`src/rtl/ssd_msg_scroller_if.sv`:
```
// Control, write and display signals between a host and the message scroller.
interface ssd_msg_scroller_if #(
  parameter int unsigned CW = 4
);
  logic          tick;
  logic          hold;
  logic          clear;
  logic          start;
  logic          wr_en;
  logic [CW-1:0] wr_data;
  logic          wr_ready;
  logic          busy;
  logic [4:0]    msg_len;
  logic [CW-1:0] dig3;
  logic [CW-1:0] dig2;
  logic [CW-1:0] dig1;
  logic [CW-1:0] dig0;

  modport master (
    output tick, hold, clear, start, wr_en, wr_data,
    input  wr_ready, busy, msg_len, dig3, dig2, dig1, dig0
  );

  modport slave (
    input  tick, hold, clear, start, wr_en, wr_data,
    output wr_ready, busy, msg_len, dig3, dig2, dig1, dig0
  );
endinterface

```
`src/rtl/ssd_msg_scroller.sv`:
```
// Message buffer that presents a 4-character window scrolling through up to
// DEPTH stored character codes, one position per tick.
module ssd_msg_scroller #(
  parameter int unsigned   DEPTH = 16,
  parameter int unsigned   CW    = 4,
  parameter logic [CW-1:0] BLANK = CW'(4'hF)
) (
  input  logic                clk,
  input  logic                rst_n,
  ssd_msg_scroller_if.slave   bus
);

  localparam int unsigned AW     = (DEPTH > 1) ? $clog2(DEPTH) : 1;
  localparam int unsigned NDIG   = 4;
  localparam logic [4:0]  DEPTH5 = 5'(DEPTH);

  typedef enum logic [1:0] {IDLE, LOAD, SCROLL} state_e;

  state_e        state_q, state_d;
  logic [4:0]    count_q, count_d;
  logic [4:0]    head_q, head_d;
  logic [AW-1:0] wr_ptr_q, wr_ptr_d;
  logic          wr_ready_q, wr_ready_d;
  logic          busy_q, busy_d;
  logic [CW-1:0] buf_q [DEPTH];
  logic [CW-1:0] buf_d [DEPTH];
  logic [CW-1:0] dig_q [NDIG];
  logic [CW-1:0] dig_d [NDIG];
  logic [4:0]    idx   [NDIG];
  logic [4:0]    nxt   [NDIG];
  logic          wr_acc;

  // Next-state: clear dominates, then write, then start, then tick.
  always_comb begin
    state_d  = state_q;
    count_d  = count_q;
    head_d   = head_q;
    wr_ptr_d = wr_ptr_q;
    buf_d    = buf_q;
    wr_acc   = 1'b0;
    if (bus.clear) begin
      state_d  = IDLE;
      count_d  = '0;
      head_d   = '0;
      wr_ptr_d = '0;
    end else begin
      wr_acc = bus.wr_en & wr_ready_q;
      if (wr_acc) begin
        buf_d[wr_ptr_q] = bus.wr_data;
        wr_ptr_d        = wr_ptr_q + AW'(1);
        count_d         = count_q + 5'd1;
      end
      unique case (state_q)
        IDLE:    if (wr_acc) state_d = LOAD;
        LOAD: begin
          if (bus.start) begin
            state_d = SCROLL;
            head_d  = '0;
          end
        end
        SCROLL: begin
          if (bus.tick && !bus.hold) begin
            head_d = ((head_q + 5'd1) == count_q) ? 5'd0 : head_q + 5'd1;
          end
        end
        default: state_d = IDLE;
      endcase
    end
    wr_ready_d = (state_d != SCROLL) && (count_d < DEPTH5);
    busy_d     = (state_d == SCROLL);
  end

  // Window indices wrap at the message length by compare-and-reset; digits
  // are computed from next-cycle contents so they land with the event.
  always_comb begin
    idx[0] = head_d;
    nxt[0] = head_d;
    for (int k = 1; k < NDIG; k++) begin
      nxt[k] = idx[k-1] + 5'd1;
      idx[k] = (nxt[k] >= count_d) ? nxt[k] - count_d : nxt[k];
    end
    for (int k = 0; k < NDIG; k++) begin
      dig_d[k] = (count_d == 5'd0) ? BLANK : buf_d[AW'(idx[k])];
    end
  end

  // Control and output registers.
  always_ff @(posedge clk or negedge rst_n) begin
    if (!rst_n) begin
      state_q    <= IDLE;
      count_q    <= '0;
      head_q     <= '0;
      wr_ptr_q   <= '0;
      wr_ready_q <= 1'b1;
      busy_q     <= 1'b0;
      for (int k = 0; k < NDIG; k++) dig_q[k] <= BLANK;
    end else begin
      state_q    <= state_d;
      count_q    <= count_d;
      head_q     <= head_d;
      wr_ptr_q   <= wr_ptr_d;
      wr_ready_q <= wr_ready_d;
      busy_q     <= busy_d;
      for (int k = 0; k < NDIG; k++) dig_q[k] <= dig_d[k];
    end
  end

  // Character storage; contents are don't-care until written.
  always_ff @(posedge clk) begin
    for (int k = 0; k < DEPTH; k++) buf_q[k] <= buf_d[k];
  end

  assign bus.wr_ready = wr_ready_q;
  assign bus.busy     = busy_q;
  assign bus.msg_len  = count_q;
  assign bus.dig3     = dig_q[0];
  assign bus.dig2     = dig_q[1];
  assign bus.dig1     = dig_q[2];
  assign bus.dig0     = dig_q[3];

endmodule
```
`src/flat_wrapper.sv`:
```
// flat-port wrapper written by rule: the top's interface ports become plain ports
module ssd_msg_scroller_flat 
#(
  parameter int unsigned   DEPTH = 16,
  parameter int unsigned   CW    = 4,
  parameter logic [CW-1:0] BLANK = CW'(4'hF)
)
  (clk, rst_n, bus_tick, bus_hold, bus_clear, bus_start, bus_wr_en, bus_wr_data, bus_wr_ready, bus_busy, bus_msg_len, bus_dig3, bus_dig2, bus_dig1, bus_dig0);
  ssd_msg_scroller_if #(.CW(CW)) bus_i ();
  input  logic clk;
  input  logic rst_n;
  input wire logic [$bits(bus_i.tick)-1:0] bus_tick;
  input wire logic [$bits(bus_i.hold)-1:0] bus_hold;
  input wire logic [$bits(bus_i.clear)-1:0] bus_clear;
  input wire logic [$bits(bus_i.start)-1:0] bus_start;
  input wire logic [$bits(bus_i.wr_en)-1:0] bus_wr_en;
  input wire logic [$bits(bus_i.wr_data)-1:0] bus_wr_data;
  output wire logic [$bits(bus_i.wr_ready)-1:0] bus_wr_ready;
  output wire logic [$bits(bus_i.busy)-1:0] bus_busy;
  output wire logic [$bits(bus_i.msg_len)-1:0] bus_msg_len;
  output wire logic [$bits(bus_i.dig3)-1:0] bus_dig3;
  output wire logic [$bits(bus_i.dig2)-1:0] bus_dig2;
  output wire logic [$bits(bus_i.dig1)-1:0] bus_dig1;
  output wire logic [$bits(bus_i.dig0)-1:0] bus_dig0;
  assign bus_i.tick = bus_tick;
  assign bus_i.hold = bus_hold;
  assign bus_i.clear = bus_clear;
  assign bus_i.start = bus_start;
  assign bus_i.wr_en = bus_wr_en;
  assign bus_i.wr_data = bus_wr_data;
  assign bus_wr_ready = bus_i.wr_ready;
  assign bus_busy = bus_i.busy;
  assign bus_msg_len = bus_i.msg_len;
  assign bus_dig3 = bus_i.dig3;
  assign bus_dig2 = bus_i.dig2;
  assign bus_dig1 = bus_i.dig1;
  assign bus_dig0 = bus_i.dig0;
  ssd_msg_scroller #(.DEPTH(DEPTH), .CW(CW), .BLANK(BLANK)) u_core (.clk(clk), .rst_n(rst_n), .bus(bus_i));
endmodule
```
`config.mk`:
```
export PLATFORM = sky130hd
export DESIGN_NAME = ssd_msg_scroller_flat
export DESIGN_NICKNAME = d
export VERILOG_FILES = /design/src/rtl/ssd_msg_scroller_if.sv /design/src/rtl/ssd_msg_scroller.sv /design/src/flat_wrapper.sv
export SDC_FILE = /design/constraint.sdc
export NUM_CORES = 1
export LEC_CHECK = 0
export CAP_MARGIN = 20
export CORE_ASPECT_RATIO = 1.5
export CORE_MARGIN = 2
export CORE_UTILIZATION = 40
export CTS_BUF_LIST = sky130_fd_sc_hd__clkbuf_4 sky130_fd_sc_hd__clkbuf_8 sky130_fd_sc_hd__clkbuf_16
export DETAILED_ROUTE_END_ITERATION = 6
export PLACE_DENSITY = 0.55
export SLEW_MARGIN = 0
export SYNTH_ARGS = -nofsm -noshare
export SYNTH_HDL_FRONTEND = slang
export SYNTH_SLANG_ARGS = --single-unit
```
`constraint.sdc`:
```
create_clock -name clk -period 10.9 [get_ports clk]
set_clock_uncertainty 0.1 [all_clocks]
set_input_delay 1.09 -clock clk [delete_from_list [all_inputs] [get_ports clk]]
set_output_delay 1.09 -clock clk [all_outputs]
set_load 0.05 [all_outputs]
```
==> flow_summary.json, run 1 <==
{
  "post_drt_wl_per_cell_um": 21.8,
  "ys_seq_elements": 98,
  "clockBufferDepth": 2,
  "status": "finished clean",
  "gp_congestion": 0.941,
  "layout.cells.non_filler": 1092,
  "yosysSeqAreaShare_pct": 30.7,
  "synth_warnings": 0,
  "use_met2_pct": 46.2,
  "post-route-min-period_ns": 9.77,
  "finalMaxSlewViolations": 0,
  "antenna_left": 0,
  "worstReg2RegStart": "u_core.head_q[0]",
  "hpwl_mm": 18.0,
  "antenna_found_initial": 0,
  "crit_buf_inv": 5,
  "synth_area_leaders": "dfxtp_1 18%, o211ai_1 7.4%, dfstp_2 6.4%, dfrtp_1 6.1%, mux2_2 5.6%",
  "multi_input_area_mm2": 0.00448,
  "drt-total-wl_mm": 23.8,
  "use_met3_pct": 2.96,
  "portBuffers": 33,
  "grt_usage_pct": 25.5,
  "holdBufCountCts": 0,
  "post-route-period-util_pct": 89.6,
  "drc_errors": 0,
  "critPathKind": "primary input to flop",
  "met1_usage_pct": 28.6,
  "critPathLaunchType": "primary input",
  "grt_max_degree": 67,
  "cts_made_buffers": 9,
  "cts.sinks": 98,
  "cp_max_fo": 10,
  "routed-via-count": 6553,
  "io_pins": 34,
  "rows": 59,
  "synth_flop_cell": "dfxtp_1",
  "seqCellArea_mm2": 0.00215,
  "cts_tree": "yes",
  "tightest_slew_ns": 1.02,
  "rsz0062_at_grt": "false",
  "cts_setup_buffers": 0,
  "clk_latency_ns": 0.35,
  "slowest_stage": "mux2i_1",
  "layout-drive-gt1-share_pct": 12.2,
  "fin_setup_tns_ns": 0,
  "slew_headroom_pct": 30.4,
  "via_per_inst": 6.00,
  "die_area_mm2": 0.0186,
  "synth_cell_types": 59,
  "syn_to_final_growth_pct": 12.7,
  "pre_cts_ws_ns": 0.497,
  "timing.critical_path.arrival_ns": 9.92,
  "startpoint": "bus_tick",
  "synth_top_cell_area_share_pct": 18.2,
  "crit_family": "compound AO/OA/AOI/OAI gates",
  "yosysMostFrequentCell": "nand2_1",
  "start_util_pct": 40.6,
  "nNetsFinal": 916,
  "htreeDepth": 3,
  "finalHoldViolations": 0,
  "path_clk_slew_ns": 0.08,
  "synth_common_cells": "104 x nand2_1, 81 x nor2_1, 69 x o211ai_1, 64 x dfxtp_1, 58 x inv_1",
  "layout_setup_ws_ns": 1.13,
  "setup_viol_count_final": 0,
  "fmax_ghz": 0.102,
  "maxCapViolCount": 0,
  "synth_area_per_cell_um2": 8.09,
  "grt_pass1_wl_mm": 36.9,
  "cts_resized": 0,
  "core_area_mm2": 0.0173,
  "synth_area_mm2": 0.00702,
  "syn_inst": 868,
  "hp-start": "u_core.buf_q[27]",
  "hp-class": "flop to flop",
  "yosysTopAreaCell": "dfxtp_1",
  "synth_fp_nets": 910,
  "cp.required_ns": 11.05,
  "crit_path_end_kind": "flop",
  "fp.dieH_um": 166,
  "synth_edf_count": 0,
  "die_x_um": 112,
  "grt_pass1_vias": 6415,
  "diodes": 0,
  "clock-root-buffer": "clkbuf_16",
  "first_pass_iters": 6,
  "top_usage_layer": "met2",
  "dpl.cell_count": 1075,
  "first_iter_violations": 493,
  "grt_overflow": 0,
  "slowest_delay_ns": 0.83,
  "fill_cells": 1762,
  "async_flop_share_pct": 34.7
}
-- cell usage in the layout, fill, tap and decap left out, types with 3 or more instances in the layout --
| cell type | instances |
|---|---|
| mux4_2 | 4 |
| o311ai_1 | 4 |
| nor3b_1 | 3 |
| o311ai_0 | 4 |
| nor2_1 | 81 |
| mux2i_1 | 35 |
| a211o_1 | 8 |
| a211oi_1 | 33 |
| a21o_1 | 13 |
| xor2_1 | 16 |
| mux2_2 | 35 |
| fa_1 | 3 |
| nand2_1 | 104 |
| dfrtp_1 | 17 |
| clkdlybuf4s50_1 | 32 |
| a31oi_1 | 4 |
| xnor2_1 | 13 |
| dfstp_2 | 17 |
| nand3_1 | 35 |
| dfxtp_1 | 64 |
| o211ai_1 | 69 |
| nand4_1 | 5 |
| and2_1 | 4 |
| ha_1 | 28 |
| o21ai_1 | 5 |
| a21oi_1 | 55 |
| inv_1 | 58 |
| clkbuf_16 | 9 |
| nor3_1 | 6 |
| nor2b_1 | 3 |
| o21ai_0 | 46 |
| nand2b_1 | 4 |
| buf_4 | 17 |
-- metrics by stage --
step / instance area [um2] / util, % / hold WS (ns)
5_1_grt: 7910 / 45.8 / 0.455
2_1_floorplan: 7020 / - / 0.377
6_report: 7910 / 45.8 / 0.444
4_1_cts: 7880 / 45.6 / 0.439
3_3_place_gp: 7580 / 43.9 / 0.417
3_5_place_dp: 7580 / 43.9 / 0.422
-- state kept, by name, indices dropped and copies added (netlist names) --
name	count
u_core.buf_q	64
u_core.bus.busy	1
u_core.bus.dig0	4
u_core.bus.dig1	4
u_core.bus.dig2	4
u_core.bus.dig3	4
u_core.bus.msg_len	5
u_core.bus.wr_ready	1
u_core.head_q	5
u_core.state_q	2
u_core.wr_ptr_q	4
-- cell families after synthesis --
| kind of cell | after synthesis | synth area share [%] |
|---|---|---|
| flops | 98 | 30.7 |
| fa+ha+maj | 31 | 5.85 |
| simple gates | 258 | 16.2 |
| compound gates | 259 | 24.8 |
| mux | 77 | 12.4 |
| xor+xnor | 30 | 3.94 |
| buf+inv | 115 | 6.20 |
-- final timing paths --
kind                                          to  slack, ns  depth (start not counted)
min in group asynchronous  u_core.bus.msg_len[3]       0.75                          1
setup reg to reg              u_core.bus.dig0[3]       1.29                         36
hold reg to reg                 u_core.buf_q[27]       0.44                          1
hold / removal                  u_core.buf_q[27]       0.44                          1
max in group asynchronous     u_core.wr_ptr_q[3]       9.41                          1
setup / recovery              u_core.bus.dig0[3]       1.13                         35
-- routing by layer --
layer  wire length, um  vias up
li1                  -     3126
met1              9140     3114
met2             12300      236
met3               969       77
met4              1470        0
met5                 0        -
-- cell type report --
class                           count  area share (%)
Clock inverter                      7           0.997
Inverter                           59            2.80
Sequential cell                    98            27.2
Tap cell                          213            3.37
Timing Repair Buffer               51            6.07
Multi-Input combinational cell    655            56.7
Clock buffer                        9            2.85
-- worst register-to-register path: cells and delay by family (launching register included) --
| kind | cells | cell delay (ns) |
|---|---|---|
| AO/OA/AOI/OAI | 14 | 3.20 |
| adder cells (fa/ha/maj) | 7 | 2.08 |
| AND/OR/NAND/NOR | 7 | 1.46 |
| multiplexers | 2 | 1.16 |
| buffers and inverters | 4 | 0.61 |
| flip-flops | 1 | 0.50 |
| XOR/XNOR | 2 | 0.39 |
Power of run 1 is left out: the tool's default activity adds up to more than one toggle a clock period on the data nets, which glitch-free logic cannot reach.
==> run 2, diff against run 1 <==
--- a/config.mk
+++ b/config.mk
@@ -6,12 +6,14 @@
 export NUM_CORES = 1
 export LEC_CHECK = 0
 export CAP_MARGIN = 20
+export CELL_PAD_IN_SITES_DETAIL_PLACEMENT = 0
+export CELL_PAD_IN_SITES_GLOBAL_PLACEMENT = 1
 export CORE_ASPECT_RATIO = 1.5
 export CORE_MARGIN = 2
 export CORE_UTILIZATION = 40
 export CTS_BUF_LIST = sky130_fd_sc_hd__clkbuf_4 sky130_fd_sc_hd__clkbuf_8 sky130_fd_sc_hd__clkbuf_16
 export DETAILED_ROUTE_END_ITERATION = 6
-export PLACE_DENSITY = 0.55
+export PLACE_DENSITY = 0.7
 export SLEW_MARGIN = 0
 export SYNTH_ARGS = -nofsm -noshare
 export SYNTH_HDL_FRONTEND = slang
==> run 2 against run 1 <==
Against the previous run:
- maximum frequency increased by 0.61%
- worst hold slack got worse by 0.0099 ns
- register-to-register slack improved by 0.18 ns
- count of clock-buffer cells in the layout increased by 3
- utilization about the same
- worst setup slack better by 0.059 ns
- sequential cell count unchanged
- first-iteration DRC count is 6.1% higher
- critical path type unchanged
- critical endpoint is now u_core.bus.dig0[2]
- largest cell class unchanged
==> flow_summary.json, run 2 (synthesized netlist as in run 1, its figures left out) <==
{
  "nNetsFinal": 916,
  "fp.dieH_um": 166,
  "cts.sinks": 98,
  "setup_viol_count_final": 0,
  "grt_usage_pct": 25.5,
  "io_pins": 34,
  "cp.required_ns": 11.04,
  "grt_pass1_wl_mm": 36.6,
  "hp-class": "flop to flop",
  "path_clk_slew_ns": 0.07,
  "clockBufferDepth": 2,
  "layout-drive-gt1-share_pct": 12.2,
  "die_area_mm2": 0.0186,
  "first_pass_iters": 5,
  "maxCapViolCount": 0,
  "reg2reg_slack_ns": 1.47,
  "htreeDepth": 3,
  "layout_commonest_cell": "nand2_1",
  "diodes": 0,
  "cts_made_buffers": 9,
  "largest_reg_flops": 64,
  "cts_tree": "yes",
  "post-route-period-util_pct": 89.1,
  "multi_input_area_mm2": 0.00448,
  "use_met2_pct": 45.3,
  "gp_congestion": 0.891,
  "grt_overflow": 0,
  "path_depth": 36,
  "post_drt_wl_per_cell_um": 21.7,
  "routed-via-count": 6427,
  "die_x_um": 112,
  "slew_headroom_pct": 43.1,
  "holdBufCountCts": 0,
  "critPathLaunchType": "primary input",
  "slowest_stage": "a31oi_2",
  "drc_errors": 0,
  "antenna_found_initial": 0,
  "worstReg2RegStart": "u_core.head_q[0]",
  "post-route-min-period_ns": 9.71,
  "status": "finished clean",
  "reg2reg_depth": 34,
  "cts_resized": 0,
  "reg2reg_to": "u_core.bus.dig0[2]",
  "fmax_ghz": 0.103,
  "critPathKind": "primary input to flop",
  "clock-root-buffer": "clkbuf_16",
  "use_met3_pct": 3.25,
  "seqCellArea_mm2": 0.00215,
  "portBuffers": 33,
  "grt_max_degree": 68,
  "slowest_delay_ns": 0.51,
  "finalHoldViolations": 0,
  "tightest_slew_ns": 0.851,
  "fin_setup_tns_ns": 0,
  "cp_max_fo": 48,
  "start_util_pct": 40.6,
  "startpoint": "bus_tick",
  "rsz0062_at_grt": "false",
  "core_area_mm2": 0.0173,
  "antenna_left": 0,
  "rows": 59,
  "grt_pass1_vias": 6189,
  "timing.critical_path.arrival_ns": 9.85,
  "crit_path_end_kind": "flop",
  "via_per_inst": 5.89,
  "hpwl_mm": 17.7,
  "met1_usage_pct": 28.7,
  "fill_cells": 1722,
  "crit_family": "compound AO/OA/AOI/OAI gates",
  "crit_buf_inv": 7,
  "top_usage_layer": "met2",
  "finalMaxSlewViolations": 0,
  "final_cell_mix": "104 x nand2_1, 81 x nor2_1, 69 x o211ai_1, 64 x dfxtp_1, 58 x inv_1",
  "registers.top_by_ff_count": "u_core.buf_q",
  "clk_latency_ns": 0.36,
  "cts_setup_buffers": 0,
  "drt-total-wl_mm": 23.7,
  "syn_to_final_growth_pct": 12.7,
  "endpoint": "u_core.bus.dig0[2]",
  "crit_path_frequent_cell": "ha_1",
  "first_iter_violations": 523
}
-- run 2: worst min-delay path by stage --
stage | start | end | slack (ns) | cells after the start
after floorplan | u_core.buf_q[0] | u_core.buf_q[0] | 0.38 | 2
after global placement | u_core.buf_q[24] | u_core.buf_q[24] | 0.41 | 1
after detailed placement | u_core.buf_q[27] | u_core.buf_q[27] | 0.41 | 1
after CTS | u_core.buf_q[24] | u_core.buf_q[24] | 0.43 | 1
after global routing | u_core.buf_q[27] | u_core.buf_q[27] | 0.45 | 1
final | u_core.buf_q[27] | u_core.buf_q[27] | 0.43 | 1
-- run 2: metrics by stage --
| step | cell area (um2) | std cells | util [%] | hold slack [ns] | worst slack, ns |
|---|---|---|---|---|---|
| 3_3_place_gp | 7580 | 1076 | 43.9 | 0.411 | 1.17 |
| 5_1_grt | 7910 | 1092 | 45.8 | 0.452 | 0.608 |
| 3_5_place_dp | 7580 | 1076 | 43.9 | 0.413 | 0.925 |
| 4_1_cts | 7910 | 1092 | 45.8 | 0.432 | 1.27 |
| 6_report | 7910 | 1092 | 45.8 | 0.434 | 1.19 |
| 2_1_floorplan | 7020 | 868 | - | 0.377 | 0.451 |
-- run 2: layout make-up --
type                            count  area share [%]
Multi-Input combinational cell    655            56.7
Sequential cell                    98            27.2
Timing Repair Buffer               51            5.82
Clock buffer                       12            3.43
Tap cell                          213            3.37
Inverter                           59            2.80
Clock inverter                      4           0.696
-- run 2: metal layers --
| metal | wire, um | vias to the layer above |
|---|---|---|
| met1 | 9350 | 3050 |
| met4 | 1470 | 0 |
| met5 | 0 | - |
| met2 | 12100 | 191 |
| met3 | 830 | 55 |
| li1 | - | 3131 |
Power of run 2 is left out for the same reason.
